**src/rtl/stream_to_tensor.sv**
```systemverilog
// Packs a channel-major stream of WIDTH-bit elements into one flat CH*H*W tensor vector.
// Define STREAM_TO_TENSOR_PINGPONG_EN for a second bank so capture overlaps with hold.
module stream_to_tensor #(
    parameter int CH        = 1,
    parameter int H         = 1,
    parameter int W         = 1,
    parameter int WIDTH     = 16,
    parameter     PRECISION = "Q8.8"
) (
    input  logic                              clk,
    input  logic                              rst_n,
    input  logic                              in_valid,
    output logic                              in_ready,
    input  logic signed [WIDTH-1:0]           in_data,
    input  logic                              in_last,
    output logic                              out_valid,
    input  logic                              out_ready,
    output logic signed [CH*H*W*WIDTH-1:0]    out_vec,
    output logic                              err_frame
);

    localparam int N     = CH * H * W;
    localparam int CNT_W = (N > 1) ? $clog2(N) : 1;
    localparam logic [CNT_W-1:0] LAST_IDX = CNT_W'(N - 1);

    // The format tag travels with the instance for downstream bookkeeping only.
    if ($bits(PRECISION) == 0) begin : g_untagged
    end

    logic [CNT_W-1:0] count_r;
    logic             err_frame_r;
    logic             in_ready_r;
    logic             out_valid_r;
    logic             accept_s;
    logic             last_beat_s;

    // Handshake decode for the input side.
    always_comb begin
        accept_s    = in_valid && in_ready_r;
        last_beat_s = accept_s && (count_r == LAST_IDX);
    end

    // Element counter: position of the next element inside the tensor.
    always_ff @(posedge clk or negedge rst_n) begin
        if (!rst_n) begin
            count_r <= '0;
        end else if (accept_s) begin
            if (count_r == LAST_IDX) begin
                count_r <= '0;
            end else begin
                count_r <= count_r + CNT_W'(1);
            end
        end else begin
            count_r <= count_r;
        end
    end

    // Sticky framing check; the tensor still completes on count alone.
    always_ff @(posedge clk or negedge rst_n) begin
        if (!rst_n) begin
            err_frame_r <= 1'b0;
        end else if (accept_s && (in_last != (count_r == LAST_IDX))) begin
            err_frame_r <= 1'b1;
        end else begin
            err_frame_r <= err_frame_r;
        end
    end

`ifdef STREAM_TO_TENSOR_PINGPONG_EN

    logic [N*WIDTH-1:0] bank_r [2];
    logic [1:0]         full_r;
    logic [1:0]         full_n_s;
    logic               wb_r;
    logic               rb_r;
    logic               wb_n_s;
    logic               rb_n_s;
    logic               take_s;
    logic [N*WIDTH-1:0] out_vec_s;

    // Element capture into the bank currently being filled.
    always_ff @(posedge clk or negedge rst_n) begin
        if (!rst_n) begin
            bank_r[0] <= '0;
            bank_r[1] <= '0;
        end else if (accept_s) begin
            bank_r[wb_r][count_r*WIDTH +: WIDTH] <= in_data;
        end else begin
            bank_r[0] <= bank_r[0];
            bank_r[1] <= bank_r[1];
        end
    end

    // Next bank flags/pointers; fill-complete and drain may coincide on different banks.
    always_comb begin
        take_s   = out_valid_r && out_ready;
        full_n_s = full_r;
        wb_n_s   = wb_r;
        rb_n_s   = rb_r;
        if (take_s) begin
            full_n_s[rb_r] = 1'b0;
            rb_n_s         = ~rb_r;
        end else begin
            rb_n_s         = rb_r;
        end
        if (last_beat_s) begin
            full_n_s[wb_r] = 1'b1;
            wb_n_s         = ~wb_r;
        end else begin
            wb_n_s         = wb_r;
        end
    end

    // Bank state registers with handshake outputs registered from next state.
    always_ff @(posedge clk or negedge rst_n) begin
        if (!rst_n) begin
            full_r      <= 2'b00;
            wb_r        <= 1'b0;
            rb_r        <= 1'b0;
            in_ready_r  <= 1'b1;
            out_valid_r <= 1'b0;
        end else begin
            full_r      <= full_n_s;
            wb_r        <= wb_n_s;
            rb_r        <= rb_n_s;
            in_ready_r  <= ~full_n_s[wb_n_s];
            out_valid_r <= full_n_s[rb_n_s];
        end
    end

    // Read-bank select for the presented tensor.
    always_comb begin
        if (rb_r) begin
            out_vec_s = bank_r[1];
        end else begin
            out_vec_s = bank_r[0];
        end
    end

    assign out_vec = out_vec_s;

`else

    typedef enum logic [0:0] {
        ST_FILL = 1'b0,
        ST_HOLD = 1'b1
    } state_t;

    state_t             state_r;
    logic [N*WIDTH-1:0] bank_r;

    // Element capture; writes only happen in FILL, so the held tensor never moves.
    always_ff @(posedge clk or negedge rst_n) begin
        if (!rst_n) begin
            bank_r <= '0;
        end else if (accept_s) begin
            bank_r[count_r*WIDTH +: WIDTH] <= in_data;
        end else begin
            bank_r <= bank_r;
        end
    end

    // FILL/HOLD controller with registered handshake outputs.
    always_ff @(posedge clk or negedge rst_n) begin
        if (!rst_n) begin
            state_r     <= ST_FILL;
            in_ready_r  <= 1'b1;
            out_valid_r <= 1'b0;
        end else begin
            case (state_r)
                ST_FILL: begin
                    if (last_beat_s) begin
                        state_r     <= ST_HOLD;
                        in_ready_r  <= 1'b0;
                        out_valid_r <= 1'b1;
                    end else begin
                        state_r     <= ST_FILL;
                        in_ready_r  <= 1'b1;
                        out_valid_r <= 1'b0;
                    end
                end
                ST_HOLD: begin
                    if (out_ready) begin
                        state_r     <= ST_FILL;
                        in_ready_r  <= 1'b1;
                        out_valid_r <= 1'b0;
                    end else begin
                        state_r     <= ST_HOLD;
                        in_ready_r  <= 1'b0;
                        out_valid_r <= 1'b1;
                    end
                end
                default: begin
                    state_r     <= ST_FILL;
                    in_ready_r  <= 1'b1;
                    out_valid_r <= 1'b0;
                end
            endcase
        end
    end

    assign out_vec = bank_r;

`endif

    assign in_ready  = in_ready_r;
    assign out_valid = out_valid_r;
    assign err_frame = err_frame_r;

endmodule

```
**config.mk**
```make
export PLATFORM = sky130hd
export DESIGN_NAME = stream_to_tensor
export DESIGN_NICKNAME = d
export VERILOG_FILES = /design/src/rtl/stream_to_tensor.sv
export SDC_FILE = /design/constraint.sdc
export NUM_CORES = 1
export LEC_CHECK = 0
export BUFFER_PORTS_ARGS = -buffer_cell sky130_fd_sc_hd__buf_2
export CAP_MARGIN = 10
export CORE_UTILIZATION = 42
export DETAILED_ROUTE_END_ITERATION = 10
export PLACE_DENSITY_LB_ADDON = 0.05
export SETUP_SLACK_MARGIN = 0.02
export SLEW_MARGIN = 30
export SYNTH_ARGS = -nofsm -noshare
export SYNTH_HDL_FRONTEND = slang
export SYNTH_SLANG_ARGS = --single-unit
```
**constraint.sdc**
```tcl
create_clock -name clk -period 1.9 [get_ports clk]
set_clock_uncertainty 0.2 [all_clocks]
set_input_delay 0.475 -clock clk [delete_from_list [all_inputs] [get_ports clk]]
set_output_delay 0.475 -clock clk [all_outputs]
set_load 0.03 [all_outputs]
```
---- Word-level counts from Yosys, hierarchy flattened ----
Cells that the tools add are included.
storage, ports and cells
  register bits ........................... 20
  output and inout port bits .............. 19
cells by class
  add/sub/neg operators ................... 2
  equality and inequality tests ........... 1
  shift-type cells ........................ 2
  muxes and demuxes ....................... 8
  bitwise logic cells ..................... 2
  reductions and logical operators ........ 3
operator list
  kind                                                     number
  negation 5 -> 34 bit                                     1
  variable shift 16 x 34 -> 16 bit (first input constant)  1
  variable part select 16 x 34 -> 16 bit                   1
  bitwise mux 16 bit                                       1
  two-way mux 1 bit                                        5
  one-hot mux 1 bit (2 select lines)                       2
  logical AND 1 bit                                        3
  NOT 1 bit                                                2
  adder 1 bit (second input constant)                      1
  != test 1 bit                                            1

---- Depth between registers and ports, before layout ----
  depth after elaboration ................. 4
  gate-level depth with buffers ........... 3

---- Least setup slack after synthesis ----
Ideal clock, no wire load.
  path kind ............................... register -> register
  from .................................... reg in_ready_r, in the netlist in_ready
  to ...................................... reg bank_r[0], in the netlist out_vec[0]
  arrival time ............................ 1.191 ns
  required time ........................... 1.575 ns
  setup slack ............................. 0.384 ns
  cell stages (with the launch flop) ...... 4
  cell sequence ........................... dfstp_2 nand2_4 buf_6 mux2_4
on the way
  word-level cells in the longest chain between the ends .. 1
RTL lines
  element                        line  text
  start, declared                32    logic in_ready_r;
  start signal, assigned         167   in_ready_r <= 1'b1;
  start signal, assigned         174   in_ready_r <= 1'b0;
  start signal, assigned         178   in_ready_r <= 1'b1;
  logical AND 1 bit              39    accept_s = in_valid && in_ready_r;
  end signal, assigned by index  157   bank_r[count_r*WIDTH +: WIDTH] <= in_data;
  end signal, assigned           159   bank_r <= bank_r;
  end, declared                  150   logic [N*WIDTH-1:0] bank_r;
No other way between the ends.
A chain may end at the register's enable or synchronous reset.

---- Worst setup path after layout ----
  from .................................... reg in_ready_r, in the netlist in_ready
  to ...................................... out in_ready
RTL lines
  element        line  text
  end, declared  13    output logic in_ready,
No word-level cell between the ends.

==> metrics.txt <==
clk sinks=19; placed cells=94; Max Slew Vio Count=0; Starting Density=0.466; measured slew at the worst slew-check pin=0.404 ns; Post-CTS Resized=0; Area Overhead vs Synth=32.9%; clock slew at reported path FFs=0.11 ns; critical path capture point type=primary output; Leak Pwr=0.507 nW; final instance area=976 um^2; clock latency on the worst-skew pair=0.29 ns; period utilisation layout=0.906; CTS max path bufs=2; layout cells sized above 1=0.747; GRT overflow=0; Syn Area/Cell=18.4 um^2; placer congestion estimate=0.618; crit-path cells=buf_2; Final min period=1.72 ns; Yosys warnings=0; hold_buf cts=1; Hold WS=0.159 ns; failing checks=design-rule violations; crit path kind=flip-flop to primary output; drt initial violations=4; Synth Cell Area=734 um^2; vias per cell=4.88; Gate Count Post-Synth=40; CP max stage delay=0.56 ns; router iterations before antenna repair=6; root buffer cell=clkbuf_4; Net Count, Synth=61; Pwr per Cell Area=1240 mW/mm^2; CP startpoint kind=flip-flop; Crit path required time=1.22 ns; diodes inserted=0; io pins=40; FP Rows=14; maximum vdd drop=0.627 mV; post-synth top area cell=dfrtp_1; total wire length=1.20 mm; Num CTS Buffers=3; first-pass GRT wire length=1.86 mm; vias in the first global route=436; RSZ-0062 raised after global routing=false; register area share after synthesis=0.649; die span in x=43.8 um; final cell count without fillers=99; slowest CP cell=dfstp_2; initial antenna violation count=0; largest net degree at the start of global routing=20; Synth area leaders=dfrtp_1, mux2_2, mux2_4; worst path bufs/invs=1; Avg WL per Cell=12.1 um; synth unique cells=8; total negative slack=0 ns; dpl cell area=938 um^2; Hold Path Class=input port to flip-flop; Die ar.=0.00192 mm^2; DRC viols=4; Core Box Area=0.00158 mm^2; delay-heaviest family, CP=flip-flops; setup violators final=0; Fin. Hold Viols=0; total of max-cap violations=0; total setup buffers inserted after CTS=0; port bufs=39; post-layout net count=105; die height=43.8 um; Crit path arrival time=1.05 ns; f_max=0.581 GHz; Relative slew margins=0.731; H-tree Lvls=1; GRT Overall Usage=0.132; Critical Path Fanout Max=2; Post-DRT Antenna Nets=0; Yosys top cell area share=0.613; run status=finished with violations; CTS tree=built; vias=483; Seq cells post-synth=19
==> state kept, by name, indices dropped and copies added (netlist names) <==
register and cells:
out_valid 1, out_vec 16, err_frame 1, in_ready 1
==> cells in the mapped netlist (all sizes together) <==
| master | number |
|---|---|
| mux2i | 1 |
| buf | 1 |
| dfstp | 1 |
| o21bai | 1 |
| mux2 | 17 |
| dfrtp | 18 |
| nand2 | 1 |
==> where the power goes <==
group,internal (W),switching [W],leakage [nW]
Combinational,0.000184,0.000283,0.272
Clock,0.0000781,0.000117,0.0177
Sequential,0.000500,0.0000463,0.218
==> worst paths after layout <==
check                      startpoint          end  slack, ns  cells after the start
min reg2reg                 err_frame    err_frame       0.29                      1
min                           in_last    err_frame       0.16                      2
max                          in_ready     in_ready       0.18                      1
min in group asynchronous       rst_n   out_vec[0]       0.43                      2
max reg2reg                  in_ready  out_vec[15]       0.51                      2
max in group asynchronous       rst_n     in_ready       0.75                      2
==> layout make-up <==
class | instances | area, um^2
fill | 132 | 601
sequential | 19 | 477
multi-input combinational | 20 | 246
timing repair buffer | 40 | 205
clock buffer | 3 | 22.5
tap | 16 | 20.0
clock inverter | 1 | 5.00
==> metrics by stage <==
stage	setup slack, ns	utilization	power [W]
floorplan	0.384	-	0.000888
global placement	0.389	0.595	0.00102
detailed placement	0.366	0.595	0.00102
CTS	0.164	0.619	0.00123
global route	0.135	0.619	0.00127
finish	0.179	0.619	0.00121
==> layer usage <==
layer / wire [um] / track usage
met1: 544 / 0.190
met2: 532 / 0.191
met4: 0 / 0.0563
met3: 118 / 0.0292
met5: 0 / 0
==> cell usage in the layout, fill, tap and decap left out, drive strengths merged <==
master	Yosys	routed
buf	1	39
dlygate4sd3	0	1
mux2	17	17
dfrtp	18	18
dfstp	1	1
nand2	1	1
mux2i	1	1
o21bai	1	1
clkbuf	0	3
clkinv	0	1
==> kinds of logic (layout without fill, tap and decap cells) <==
family                 after synthesis  count (layout)  synth area share
AO/OA/AOI/OAI                        1               1            0.0102
buffers and inverters                1              44            0.0153
flip-flops                          19              19             0.649
AND/OR/NAND/NOR                      1               1            0.0153
multiplexers                        18              18             0.310
No activity file was read; power rests on OpenSTA's default activity.
